## src/rtl/axi_sram_slave.sv

```systemverilog
// AXI4 slave fronting a single-port word-wide SRAM; one INCR burst (<=16 beats) in flight,
// round-robin between AR and AW.
`timescale 1ns/1ps
module axi_sram_slave #(
  parameter int unsigned ADDR_WIDTH    = 14,
  parameter int unsigned AXI_IDS_BITS  = 8,
  parameter int unsigned AXI_ADDR_BITS = 32,
  parameter int unsigned AXI_LEN_BITS  = 4,
  parameter int unsigned AXI_SIZE_BITS = 3,
  parameter int unsigned AXI_DATA_BITS = 32,
  parameter int unsigned AXI_STRB_BITS = AXI_DATA_BITS / 8
) (
  input  logic                     clk,
  input  logic                     rst,
  input  logic [AXI_IDS_BITS-1:0]  ARID_S,
  input  logic [AXI_ADDR_BITS-1:0] ARADDR_S,
  input  logic [AXI_LEN_BITS-1:0]  ARLEN_S,
  input  logic [AXI_SIZE_BITS-1:0] ARSIZE_S,
  input  logic [1:0]               ARBURST_S,
  input  logic                     ARVALID_S,
  output logic                     ARREADY_S,
  output logic [AXI_IDS_BITS-1:0]  RID_S,
  output logic [AXI_DATA_BITS-1:0] RDATA_S,
  output logic [1:0]               RRESP_S,
  output logic                     RLAST_S,
  output logic                     RVALID_S,
  input  logic                     RREADY_S,
  input  logic [AXI_IDS_BITS-1:0]  AWID_S,
  input  logic [AXI_ADDR_BITS-1:0] AWADDR_S,
  input  logic [AXI_LEN_BITS-1:0]  AWLEN_S,
  input  logic [AXI_SIZE_BITS-1:0] AWSIZE_S,
  input  logic [1:0]               AWBURST_S,
  input  logic                     AWVALID_S,
  output logic                     AWREADY_S,
  input  logic [AXI_DATA_BITS-1:0] WDATA_S,
  input  logic [AXI_STRB_BITS-1:0] WSTRB_S,
  input  logic                     WLAST_S,
  input  logic                     WVALID_S,
  output logic                     WREADY_S,
  output logic [AXI_IDS_BITS-1:0]  BID_S,
  output logic [1:0]               BRESP_S,
  output logic                     BVALID_S,
  input  logic                     BREADY_S,
  output logic                     sram_ceb,
  output logic                     sram_web,
  output logic [AXI_DATA_BITS-1:0] sram_bweb,
  output logic [ADDR_WIDTH-1:0]    sram_a,
  output logic [AXI_DATA_BITS-1:0] sram_di,
  input  logic [AXI_DATA_BITS-1:0] sram_do
);

  typedef enum logic [2:0] {StIdle, StRReq, StRResp, StWData, StWResp} state_e;

  state_e                   state_q;
  logic                     prio_w_q;
  logic                     err_q;
  logic [AXI_IDS_BITS-1:0]  id_q;
  logic [ADDR_WIDTH-1:0]    addr_q;
  logic [AXI_LEN_BITS-1:0]  len_q;
  logic [AXI_LEN_BITS-1:0]  beat_q;
  logic [ADDR_WIDTH-1:0]    a_hold_q;
  logic [AXI_DATA_BITS-1:0] di_hold_q;

  logic ar_hs, aw_hs, w_hs, rd_acc, last_beat;
  logic [AXI_DATA_BITS-1:0] strb_bweb;

  logic unused_inputs;
  assign unused_inputs = ^{ARSIZE_S, ARBURST_S, AWSIZE_S, AWBURST_S,
                           ARADDR_S[1:0], AWADDR_S[1:0],
                           ARADDR_S[AXI_ADDR_BITS-1:ADDR_WIDTH+2],
                           AWADDR_S[AXI_ADDR_BITS-1:ADDR_WIDTH+2]};

  assign ARREADY_S = (state_q == StIdle) & ~(AWVALID_S & prio_w_q);
  assign AWREADY_S = (state_q == StIdle) & ~(ARVALID_S & ~prio_w_q);
  assign ar_hs     = ARVALID_S & ARREADY_S;
  assign aw_hs     = AWVALID_S & AWREADY_S;
  assign w_hs      = (state_q == StWData) & WVALID_S;
  assign rd_acc    = (state_q == StRReq);
  assign last_beat = (beat_q == len_q);

  always_comb begin
    strb_bweb = '1;
    for (int i = 0; i < int'(AXI_STRB_BITS); i++) begin
      strb_bweb[8*i +: 8] = {8{~WSTRB_S[i]}};
    end
  end

  // Address and write data hold their last driven value between accesses.
  assign sram_ceb  = ~(rd_acc | w_hs);
  assign sram_web  = ~w_hs;
  assign sram_bweb = w_hs ? strb_bweb : '1;
  assign sram_a    = (rd_acc | w_hs) ? addr_q : a_hold_q;
  assign sram_di   = w_hs ? WDATA_S : di_hold_q;

  assign RVALID_S = (state_q == StRResp);
  assign RDATA_S  = RVALID_S ? sram_do : '0;
  assign RID_S    = id_q;
  assign RLAST_S  = RVALID_S & last_beat;
  assign RRESP_S  = 2'b00;
  assign WREADY_S = (state_q == StWData);
  assign BVALID_S = (state_q == StWResp);
  assign BID_S    = id_q;
  assign BRESP_S  = (BVALID_S & err_q) ? 2'b10 : 2'b00;

  always_ff @(posedge clk) begin
    if (rst) begin
      state_q   <= StIdle;
      prio_w_q  <= 1'b0;
      err_q     <= 1'b0;
      id_q      <= '0;
      addr_q    <= '0;
      len_q     <= '0;
      beat_q    <= '0;
      a_hold_q  <= '0;
      di_hold_q <= '0;
    end else begin
      if (rd_acc | w_hs) a_hold_q <= addr_q;
      if (w_hs) di_hold_q <= WDATA_S;
      unique case (state_q)
        StIdle: begin
          if (ar_hs) begin
            id_q     <= ARID_S;
            addr_q   <= ARADDR_S[ADDR_WIDTH+1:2];
            len_q    <= ARLEN_S;
            beat_q   <= '0;
            prio_w_q <= 1'b1;
            state_q  <= StRReq;
          end else if (aw_hs) begin
            id_q     <= AWID_S;
            addr_q   <= AWADDR_S[ADDR_WIDTH+1:2];
            len_q    <= AWLEN_S;
            beat_q   <= '0;
            prio_w_q <= 1'b0;
            state_q  <= StWData;
          end
        end
        StRReq: state_q <= StRResp;
        StRResp: begin
          if (RREADY_S) begin
            if (last_beat) begin
              state_q <= StIdle;
            end else begin
              addr_q  <= addr_q + 1'b1;
              beat_q  <= beat_q + 1'b1;
              state_q <= StRReq;
            end
          end
        end
        StWData: begin
          if (WVALID_S) begin
            addr_q <= addr_q + 1'b1;
            beat_q <= beat_q + 1'b1;
            // WLAST ends the burst; any disagreement with AWLEN is reported as SLVERR.
            if (WLAST_S) begin
              state_q <= StWResp;
              if (!last_beat) err_q <= 1'b1;
            end else if (last_beat) begin
              err_q <= 1'b1;
            end
          end
        end
        StWResp: begin
          if (BREADY_S) begin
            err_q   <= 1'b0;
            state_q <= StIdle;
          end
        end
        default: state_q <= StIdle;
      endcase
    end
  end

endmodule
```

## config.mk

```make
export PLATFORM = sky130hd
export DESIGN_NAME = axi_sram_slave
export DESIGN_NICKNAME = d
export VERILOG_FILES = /design/src/rtl/axi_sram_slave.sv
export SDC_FILE = /design/constraint.sdc
export NUM_CORES = 1
export LEC_CHECK = 0
export ABC_CLOCK_PERIOD_IN_PS = 7350
export BUFFER_PORTS_ARGS = -buffer_cell sky130_fd_sc_hd__buf_2
export CORE_AREA = 3 3 120 122
export DETAILED_ROUTE_END_ITERATION = 7
export DIE_AREA = 0 0 123 125
export HOLD_SLACK_MARGIN = 0.02
export PLACE_DENSITY = 0.67
export SLEW_MARGIN = 20
export SYNTH_ARGS = -nofsm -noshare
export SYNTH_HDL_FRONTEND = slang
export SYNTH_SLANG_ARGS = --single-unit
```

## constraint.sdc

```tcl
create_clock -name clk -period 7.35 [get_ports clk]
set_clock_uncertainty 0.1 [all_clocks]
set_input_delay 2.205 -clock clk [delete_from_list [all_inputs] [get_ports clk]]
set_output_delay 2.205 -clock clk [all_outputs]
set_load 0.01 [all_outputs]
```

==> results of run 1 <==
flip-flops by register name, summed over array words and instances, names as in the netlist, 3 cells and up:
register	count
len_q	4
a_hold_q	14
di_hold_q	32
state_q	3
addr_q	14
BID_S	8
beat_q	4
power breakdown:
group | switching [W] | internal, W
Clock | 0.000171 | 0.000268
Combinational | 0.000574 | 0.000423
Sequential | 0.000102 | 0.000541
Total | 0.000847 | 0.00123
per-layer routing:
layer  part of all wire (%)  track usage [%]
met1                     46            21.93
met5                      0                0
met3                    7.2            3.613
met2                     45            24.83
met4                    1.3            4.691
worst paths after layout:
kind | startpoint | end | slack (ns)
max | WVALID_S | sram_di[10] | 1.39
min | beat_q[3]$_SDFFE_PP0P_ | beat_q[3]$_SDFFE_PP0P_ | 0.41
max reg2reg | state_q[1]$_SDFFE_PP0P_ | di_hold_q[10]$_SDFF_PP0_ | 4.62
min reg2reg | beat_q[3]$_SDFFE_PP0P_ | beat_q[3]$_SDFFE_PP0P_ | 0.41
cells in the mapped netlist (all sizes together) (3+ instances only):
cell | number | area [µm²]
nor3 | 7 | 35.03
o32ai | 7 | 61.31
a311oi | 13 | 113.9
buf | 52 | 375.4
nor2 | 26 | 97.59
inv | 14 | 52.55
xor2 | 5 | 43.79
clkbuf | 22 | 83.83
a2111oi | 3 | 63.81
nand2 | 39 | 153.9
nand4 | 4 | 25.02
a211oi | 4 | 35.03
a31oi | 5 | 31.28
or3 | 3 | 18.77
a21oi | 23 | 115.1
and3 | 8 | 50.05
o21ai | 14 | 70.06
and2 | 81 | 506.7
dfxtp | 81 | 1622
nand3 | 22 | 110.1
mux2 | 48 | 540.5
cells by family after synthesis:
family                   Yosys count
buffers and inverters             88
multiplexers                      50
adder cells (fa/ha/maj)            2
AND/OR/NAND/NOR                  203
XOR/XNOR                           6
AO/OA/AOI/OAI                     84
other                              1
flip-flops                        81
per-stage QoR:
stage,utilization [%],hold WS [ns],instances,instance area [µm²]
after floorplan,-,0.3673,517,4511
after global placement,42.44,0.3863,887,5643
after detailed placement,42.44,0.3963,887,5643
after CTS,44.59,0.4044,901,5928
after global routing,44.59,0.4342,901,5928
final,44.59,0.4080,901,5928
worst max-delay path: stages:
cell and delay (ns):
buf_2 0.11, and3_2 0.73, mux2_2 0.43, buf_2 0.15
final cells by class:
type                            count  area, µm²  share of cell area [%]
Clock inverter                      3      42.54                  0.7176
Tap cell                          176      220.2                   3.715
Timing Repair Buffer              268       1356                   22.88
Multi-Input combinational cell    348       2392                   40.35
Clock buffer                       11      242.7                   4.095
Inverter                           14      52.55                  0.8864
Sequential cell                    81       1622                   27.35
==> results by group, run 1 <==
Logic synthesis
  – Synth Register Bits: 81
  – Ys flop type: dfxtp_1
  – Synth cell types: 55
  – Adder-Cell Fraction of Synth Area: 0.5557%
  – Main combinational cell family by area after synthesis: simple AND/OR/NAND/NOR gates
  – Sequential area share after synthesis: a little over a third
  – Multiplexer share of the synthesized area: 12.45%
  – Post-synth EDFFs: 0
  – Ys async rst share: 0%
  – Cells after synthesis: approximately 500
  – Post-synthesis compound-gate area fraction: between 10 and 15%
  – Syn avg cell area: between 8 and 9 µm²
  – Synth Warn #: 0
  – Post-synthesis simple-gate area fraction: between 20% and 30%
  – Post-Syn Area: 4503 µm²
  – Synth Area in XOR/XNOR: roughly 1.2%

Status
  – Outcome: completed

STA
  – Worst slew pin tran: between 0.9 and 1 ns
  – Tcrit/Tclk final: about four fifths
  – Slew Limit Fails: 0
  – RSZ-0062 raised after global routing: false
  – Setup TNS: 0 ns
  – Setup-failing EPs final: 0
  – Achievable clock frequency: 0.1677 GHz
  – Slew HR: a little over a third
  – Hold Vio Cnt, Final: 0
  – Fin crit period: 5.963 ns
  – Setup WS post-layout: 1.387 ns

GRT
  – Total GRT Usage: 15.92%
  – Vias in the first global route: a little under 4000
  – First-pass GRT wire length: 19.93 mm
  – Initial antenna violation count: 0
  – Global route overflow: 0
  – Largest net degree at the start of global routing: 51

Floorplanning
  – Core area: ~13000 µm²
  – Num rows: 42
  – Die extent in y: 125 µm
  – Chip Width: roughly 120 µm
  – Initial Utilization: 33.87%
  – I/O pin count: around 310
  – Die area: 15380 µm²

Clocking
  – Hold bufs inserted after CTS: 0
  – Skew-Pair Late Insertion Delay: between 0.3 and 0.4 ns
  – H-tree depth: 3
  – Setup Buffers After CTS: 0
  – CTS Buf Count: 9
  – # resized after CTS: 0
  – Clock transition at the registers of the reported paths: 0.06 ns
  – Longest Clk Path Bufs: 2
  – Sinks on Clock Net: 81
  – CTS tree: built
  – Root cell of the clock tree: clkbuf_16

Setup path
  – Crit path kind: input pin to output pin
  – Worst path arrival time: ~3.7 ns
  – Register-to-Register Path Depth: 5
  – Crit Path Max Fanout: 38
  – Worst EP required: about 5 ns
  – Worst setup SP type: input pin
  – CP endpoint kind: output pin

Routing
  – DRT iter0 DRCs: roughly 230
  – Via density per instance: between 4 and 5
  – WL/cell: 14.37 µm
  – Residual DRC count: 0
  – DR vias: about 4200
  – Final WL: about 13 mm
  – Post-route ant nets: 0
  – DR pass1 iterations: 4

Placement
  – Place WS: around 1.4 ns
  – DP HPWL: slightly below 10 mm
  – Routability Congestion: 0.7842
  – I/O Buffers: approximately 260

Job
  – Maxcap violations: 0

Final layout
  – # fillers: around 1300
  – Most frequent cells in the layout: 262 x buf_2, 81 x dfxtp_1, 81 x and2_1
  – Most common cell after layout, fill and taps aside: buf_2
  – Share of layout cells above drive strength 1: 46.76%
  – N_diodes: 0
  – Final #Nets: 898
  – Area delta synth->final: 31.65%

Min path
  – HP Class: register to register
  – Hold path cells: 2

Power and ir drop
  – Pwr Density: between 300 and 400 nW/µm²
  – Overall Power: approximately 0.0021 W
  – Leak: between 2 and 3 nW
  – Worst vdd ir: 0.1506 mV
Note: power is estimated with default switching activity, not from simulation.
==> run 2, diff against run 1 <==
==> config.mk (replaced) <==
export PLATFORM = sky130hd
export DESIGN_NAME = axi_sram_slave
export DESIGN_NICKNAME = d
export VERILOG_FILES = /design/src/rtl/axi_sram_slave.sv
export SDC_FILE = /design/constraint.sdc
export NUM_CORES = 1
export LEC_CHECK = 0
export ABC_CLOCK_PERIOD_IN_PS = 6050
export BUFFER_PORTS_ARGS = -buffer_cell sky130_fd_sc_hd__buf_2
export CORE_AREA = 3 3 121 123
export DETAILED_ROUTE_END_ITERATION = 7
export DIE_AREA = 0 0 124 126
export HOLD_SLACK_MARGIN = 0.02
export PLACE_DENSITY = 0.66
export SLEW_MARGIN = 20
export SYNTH_ARGS = -nofsm -noshare
export SYNTH_HDL_FRONTEND = slang
export SYNTH_SLANG_ARGS = --single-unit
==> constraint.sdc (replaced) <==
create_clock -name clk -period 6.05 [get_ports clk]
set_clock_uncertainty 0.1 [all_clocks]
set_input_delay 1.815 -clock clk [delete_from_list [all_inputs] [get_ports clk]]
set_output_delay 1.815 -clock clk [all_outputs]
set_load 0.01 [all_outputs]
==> results by group, run 2 (synthesis gave the netlist of run 1 again) <==
STA
  – Achievable clock frequency: approximately 0.2 GHz
  – Slew Limit Fails: 0
  – Hold Vio Cnt, Final: 0
  – Worst slew pin tran: between 0.9 and 1 ns
  – Tcrit/Tclk final: between 80% and 90%
  – Fin crit period: approximately 5.0 ns
  – Slew HR: about two fifths
  – Setup-failing EPs final: 0
  – Setup TNS: 0 ns
  – RSZ-0062 raised after global routing: false

Floorplanning
  – Die extent in y: 126 µm
  – Initial Utilization: between 30% and 40%
  – Num rows: 43
  – I/O pin count: between 300 and 400
  – Chip Width: 124 µm
  – Core area: ~14000 µm²
  – Die area: roughly 16000 µm²

Routing
  – DR pass1 iterations: 6
  – Met3 wire length: around 960 µm
  – WL/cell: 13.88 µm
  – DR vias: around 4200
  – Final WL: about 13 mm
  – Residual DRC count: 0
  – Routed met2 length: around 5.7 mm
  – Via density per instance: 4.615
  – Post-route ant nets: 0
  – Highest metal used: met4
  – Metal-1 WL: 5.906 mm
  – DRT iter0 DRCs: roughly 210

Clocking
  – Longest Clk Path Bufs: 2
  – CTS Buf Count: 9
  – Clock transition at the registers of the reported paths: 0.06 ns
  – # resized after CTS: 0
  – Root cell of the clock tree: clkbuf_16
  – Skew-Pair Late Insertion Delay: roughly 0.33 ns
  – Setup Buffers After CTS: 0
  – CTS tree: built
  – Sinks on Clock Net: between 80 and 90
  – H-tree depth: 3
  – Hold bufs inserted after CTS: 0

Setup path
  – CP endpoint kind: output pin
  – Worst setup SP type: input pin
  – Worst path arrival time: around 3.1 ns
  – FF-to-FF Start: state_q[1]$_SDFFE_PP0P_
  – Register-to-Register Path Depth: 5
  – FF-to-FF setup slack: approximately 3.5 ns
  – Worst EP required: roughly 4.1 ns
  – RR Endpoint: addr_q[11]$_SDFFE_PP0P_
  – Crit path kind: input pin to output pin
  – Crit Path Max Fanout: 38

GRT
  – Vias in the first global route: roughly 3800
  – Global route overflow: 0
  – First-pass GRT wire length: between 15 and 20 mm
  – Total GRT Usage: approximately 15%
  – Largest net degree at the start of global routing: 39
  – Initial antenna violation count: 0

Final layout
  – Number of flip-flops under the largest register name: 32
  – N_diodes: 0
  – Share of layout cells above drive strength 1: about 47%
  – Top reg by flops: di_hold_q
  – Most common cell after layout, fill and taps aside: buf_2
  – Most frequent cells in the layout: 262 x buf_2, 81 x dfxtp_1, 81 x and2_1
  – Final #Nets: 900
  – Top Registers: di_hold_q: 32 flops, a_hold_q: 14 flops, addr_q: 14 flops
  – Area delta synth->final: 32.79%

Power and ir drop
  – Worst vdd ir: between 0.2 and 0.25 mV
  – Leak: between 2 and 3 nW
  – Overall Power: 0.002562 W
  – Pwr Density: 428.4 nW/µm²

Job
  – Maxcap violations: 0

Placement
  – I/O Buffers: approximately 260
  – DP HPWL: slightly below 10 mm
  – Routability Congestion: roughly 0.75

Min path
  – Hold path cells: 2
  – Hold Crit Start: beat_q[1]$_SDFFE_PP0P_
  – HP Class: register to register
  – Hold Path End: beat_q[1]$_SDFFE_PP0P_

Status
  – Outcome: completed
-- run 2: changes by cell type in the layout (fill, tap and decap cells not counted), sizes merged --
cell and delta:
buf +2, clkbuf +1, clkinvlp +1
-- run 2: metrics by stage --
step	instances	worst slack, ns	instance area [µm²]	utilization, %	hold WS (ns)
floorplan	517	1.349	4511	-	0.3673
global placement	893	1.060	5663	41.12	0.3906
detailed placement	893	1.061	5663	41.12	0.4004
CTS	909	1.055	5979	43.41	0.4092
global route	909	0.9703	5979	43.41	0.4481
finish	909	1.052	5979	43.41	0.4050
-- run 2: final cells by class --
cell class,instances,area [µm²]
repair buffers,270,1371
fillers,1423,7794
inverters,14,52.55
clock buffers,12,266.5
flip-flops and latches,81,1622
well taps,180,225.2
multi-input cells,348,2392
clock inverters,4,50.05
-- run 2: critical path: stages --
cell and delay, ns:
buf_2 0.12, and3_2 0.17, buf_4 0.39, mux2_2 0.41, buf_2 0.14
-- run 2: power by group --
part	total [W]	switching, W	internal [W]
registers	0.000781	0.000123	0.000657
clock network	0.000566	0.000214	0.000353
logic	0.00121	0.000692	0.000523
-- run 2: metal layers --
| metal | vias up | global-route usage (%) |
|---|---|---|
| met4 | 0 | 2.577 |
| met5 | - | 0 |
| met3 | 13 | 4.894 |
| li1 | 2159 | - |
| met2 | 148 | 23.61 |
| met1 | 1875 | 21.30 |
-- run 2: how the worst max path moves through the flow --
stage	from	to	slack, ns
floorplan	WVALID_S	sram_a[10]	1.35
global placement	WVALID_S	sram_di[8]	1.06
detailed placement	WVALID_S	sram_di[13]	1.06
CTS	WVALID_S	sram_di[24]	1.05
global route	WVALID_S	sram_di[12]	0.97
finish	WVALID_S	sram_di[24]	1.05
==> run 3, diff against run 2 <==
--- a/config.mk
+++ b/config.mk
@@ -5,13 +5,14 @@
 export SDC_FILE = /design/constraint.sdc
 export NUM_CORES = 1
 export LEC_CHECK = 0
-export ABC_CLOCK_PERIOD_IN_PS = 6050
+export ABC_AREA = 1
+export ABC_CLOCK_PERIOD_IN_PS = 4300
 export BUFFER_PORTS_ARGS = -buffer_cell sky130_fd_sc_hd__buf_2
 export CORE_AREA = 3 3 121 123
 export DETAILED_ROUTE_END_ITERATION = 7
 export DIE_AREA = 0 0 124 126
 export HOLD_SLACK_MARGIN = 0.02
-export PLACE_DENSITY = 0.66
+export PLACE_DENSITY = 0.73
 export SLEW_MARGIN = 20
 export SYNTH_ARGS = -nofsm -noshare
 export SYNTH_HDL_FRONTEND = slang
==> constraint.sdc (replaced) <==
create_clock -name clk -period 4.3 [get_ports clk]
set_clock_uncertainty 0.1 [all_clocks]
set_input_delay 1.29 -clock clk [delete_from_list [all_inputs] [get_ports clk]]
set_output_delay 1.29 -clock clk [all_outputs]
set_load 0.01 [all_outputs]
==> results by group, run 3 <==
Status
  – Outcome: completed

Setup path
  – CP endpoint: sram_di[31]
  – Crit Path Max Fanout: 100
  – Crit path launch: WVALID_S
  – Worst EP required: 2.91 ns
  – FF-to-FF Start: state_q[1]$_SDFFE_PP0P_
  – CP endpoint kind: output pin
  – RR Endpoint: addr_q[3]$_SDFFE_PP0P_
  – Worst setup SP type: input pin
  – Crit path kind: input pin to output pin
  – Register-to-Register Path Depth: 11
  – Worst path arrival time: ~2.5 ns
  – FF-to-FF setup slack: approximately 1.8 ns

Power and ir drop
  – Overall Power: 0.003908 W
  – Sequential power share: 28.2%
  – Sw Ratio: 44.21%
  – Int Pwr: around 0.0022 W
  – Pwr Density: between 600 and 700 nW/µm²
  – Power share of the clock group: ~20%
  – Leak: between 3 and 4 nW
  – Worst vdd ir: about 0.28 mV
  – Sw power: roughly 0.0017 W
  – Part of the power in combinational logic: about half

STA
  – Setup-failing EPs final: 0
  – Slew HR: between 30% and 40%
  – Tcrit/Tclk final: a little over 90%
  – Achievable clock frequency: 0.2545 GHz
  – Fin crit period: just under 4 ns
  – Worst slew pin tran: ~0.94 ns
  – Slew Limit Fails: 0
  – RSZ-0062 raised after global routing: false
  – Setup TNS: 0 ns
  – Hold Vio Cnt, Final: 0

Final layout
  – Area delta synth->final: 28.17%
  – Top reg by flops: di_hold_q
  – Final Util: between 40% and 50%
  – Most common cell after layout, fill and taps aside: buf_2
  – Fin area: between 6000 and 7000 µm²
  – Share of layout cells above drive strength 1: roughly 32%
  – Top Registers: di_hold_q: 32 flops, a_hold_q: 14 flops, addr_q: 14 flops
  – Number of flip-flops under the largest register name: 32
  – Register area: ~1600 µm²
  – # fillers: ~1500
  – N_diodes: 0
  – Most frequent cells in the layout: 262 x buf_2, 172 x inv_1, 165 x nand2_1
  – Final #Nets: 1202
  – Multi-input gate area: between 2000 and 2500 µm²
  – Final cell count without fillers: ~1200

Job
  – Maxcap violations: 0

Logic synthesis
  – Cells after synthesis: roughly 820
  – Synth top area cells: dfxtp_1 32%, inv_1 13%, nand2_1 12%
  – Post-synth EDFFs: 0
  – Sequential area share after synthesis: a little under a third
  – Largest area contributor in the netlist: dfxtp_1
  – Synth cell types: 32
  – Area fraction of the dominant cell type after synthesis: between 30% and 40%
  – Most numerous cell in the Yosys netlist: inv_1
  – Post-Syn Area: 5081 µm²
  – Synth Warn #: 0
  – Synth Register Bits: 81
  – Ys async rst share: 0%
  – Ys flop type: dfxtp_1
  – Leading cell types by count after synthesis: 173 x inv_1, 165 x nand2_1, 102 x nor2_1
  – Syn avg cell area: slightly above 6 µm²

Clocking
  – Skew-Pair Late Insertion Delay: 0.34 ns
  – Sinks on Clock Net: 81
  – Setup Buffers After CTS: 0
  – Longest Clk Path Bufs: 2
  – CTS Buf Count: 9
  – Hold bufs inserted after CTS: 0
  – H-tree depth: 3
  – CTS tree: built
  – # resized after CTS: 0
  – Clock transition at the registers of the reported paths: roughly 0.06 ns
  – Root cell of the clock tree: clkbuf_16

Floorplanning
  – Chip Width: ~120 µm
  – Die area: 15620 µm²
  – Initial Utilization: 36.89%
  – Die extent in y: 126 µm
  – Core area: 13770 µm²
  – I/O pin count: approximately 310
  – Num rows: 43

Min path
  – HP Class: register to register

Routing
  – Post-route ant nets: 0
  – Final WL: around 15 mm
  – Via density per instance: 4.441
  – DR pass1 iterations: 4
  – DRT iter0 DRCs: 232
  – Residual DRC count: 0
  – DR vias: 5374
  – WL/cell: 12.24 µm

Placement
  – Routability Congestion: 0.8558
  – Post-placement cell count: 1195
  – DP HPWL: ~11 mm
  – Dpl cell area: 6207 µm²
  – I/O Buffers: approximately 260

GRT
  – Initial antenna violation count: 1
  – Global route overflow: 0
  – First-pass GRT wire length: ~23 mm
  – Vias in the first global route: roughly 4700
  – Total GRT Usage: a little under a fifth
  – Largest net degree at the start of global routing: around 100
run 3: changes by cell type in the layout (fill, tap and decap cells not counted), sizes merged, moves of 22 or more:
cell	change
a21oi	+49
or2	+32
o21ai	+22
nand2	+127
and2	-81
nor2	+80
mux2	-48
inv	+163
a211oi	+28
run 3: worst max-delay path, cell delays in order:
cell and delay (ns):
buf_2 0.09, nand4_1 0.16, inv_2 0.14, buf_12 0.32, or2_2 0.17, inv_1 0.04, a21oi_1 0.14, buf_2 0.16
run 3: metal layers:
layer / vias up / GRT usage [%] / routed length, µm
met3: 19 / 3.278 / 1154
met4: 2 / 8.183 / 301
li1: 2866 / - / -
met5: - / 0 / 7
met1: 2293 / 22.76 / 6582
met2: 194 / 29.91 / 6765
run 3: cell type report:
class	instances	share of cell area [%]
multi-input combinational	490	35.62
timing repair buffer	267	21.10
inverter	177	10.24
tap	180	3.458
clock buffer	11	3.881
sequential	81	24.90
clock inverter	4	0.8069
run 3: logic make-up after synthesis:
group                    count (synthesis)  synth area share (%)
other                                    1               0.07380
XOR/XNOR                                 1                0.1724
flip-flops                              81                 31.91
AO/OA/AOI/OAI                          143                 15.93
buffers and inverters                  255                 22.70
adder cells (fa/ha/maj)                  2                0.4924
AND/OR/NAND/NOR                        341                 28.71
run 3: worst min-delay path by stage:
stage / startpoint / end / slack (ns) / cells past startpoint
after global placement: prio_w_q$_SDFFE_PP0P_ / prio_w_q$_SDFFE_PP0P_ / 0.38 / 2
after floorplan: prio_w_q$_SDFFE_PP0P_ / prio_w_q$_SDFFE_PP0P_ / 0.35 / 2
after CTS: prio_w_q$_SDFFE_PP0P_ / prio_w_q$_SDFFE_PP0P_ / 0.39 / 2
after global routing: prio_w_q$_SDFFE_PP0P_ / prio_w_q$_SDFFE_PP0P_ / 0.44 / 2
final: prio_w_q$_SDFFE_PP0P_ / prio_w_q$_SDFFE_PP0P_ / 0.39 / 2
after detailed placement: prio_w_q$_SDFFE_PP0P_ / prio_w_q$_SDFFE_PP0P_ / 0.38 / 2
run 3: power by group through the flow:
| stage | clock network, W | logic, W | registers, W |
|---|---|---|---|
| global placement | 0 | 0.00201 | 0.00111 |
| CTS | 0.000812 | 0.00204 | 0.00110 |
| detailed placement | 0 | 0.00202 | 0.00112 |
| finish | 0.000789 | 0.00202 | 0.00110 |
| floorplan | 0 | 0.00148 | 0.00108 |
| global route | 0.000841 | 0.00230 | 0.00113 |
run 3: per-stage QoR:
| stage | setup WS [ns] | hold WS, ns |
|---|---|---|
| 2_1_floorplan | 0.4371 | 0.3537 |
| 3_3_place_gp | 0.3825 | 0.3752 |
| 4_1_cts | 0.3723 | 0.3878 |
| 3_5_place_dp | 0.3728 | 0.3812 |
| 5_1_grt | 0.1881 | 0.4442 |
| 6_report | 0.3712 | 0.3879 |
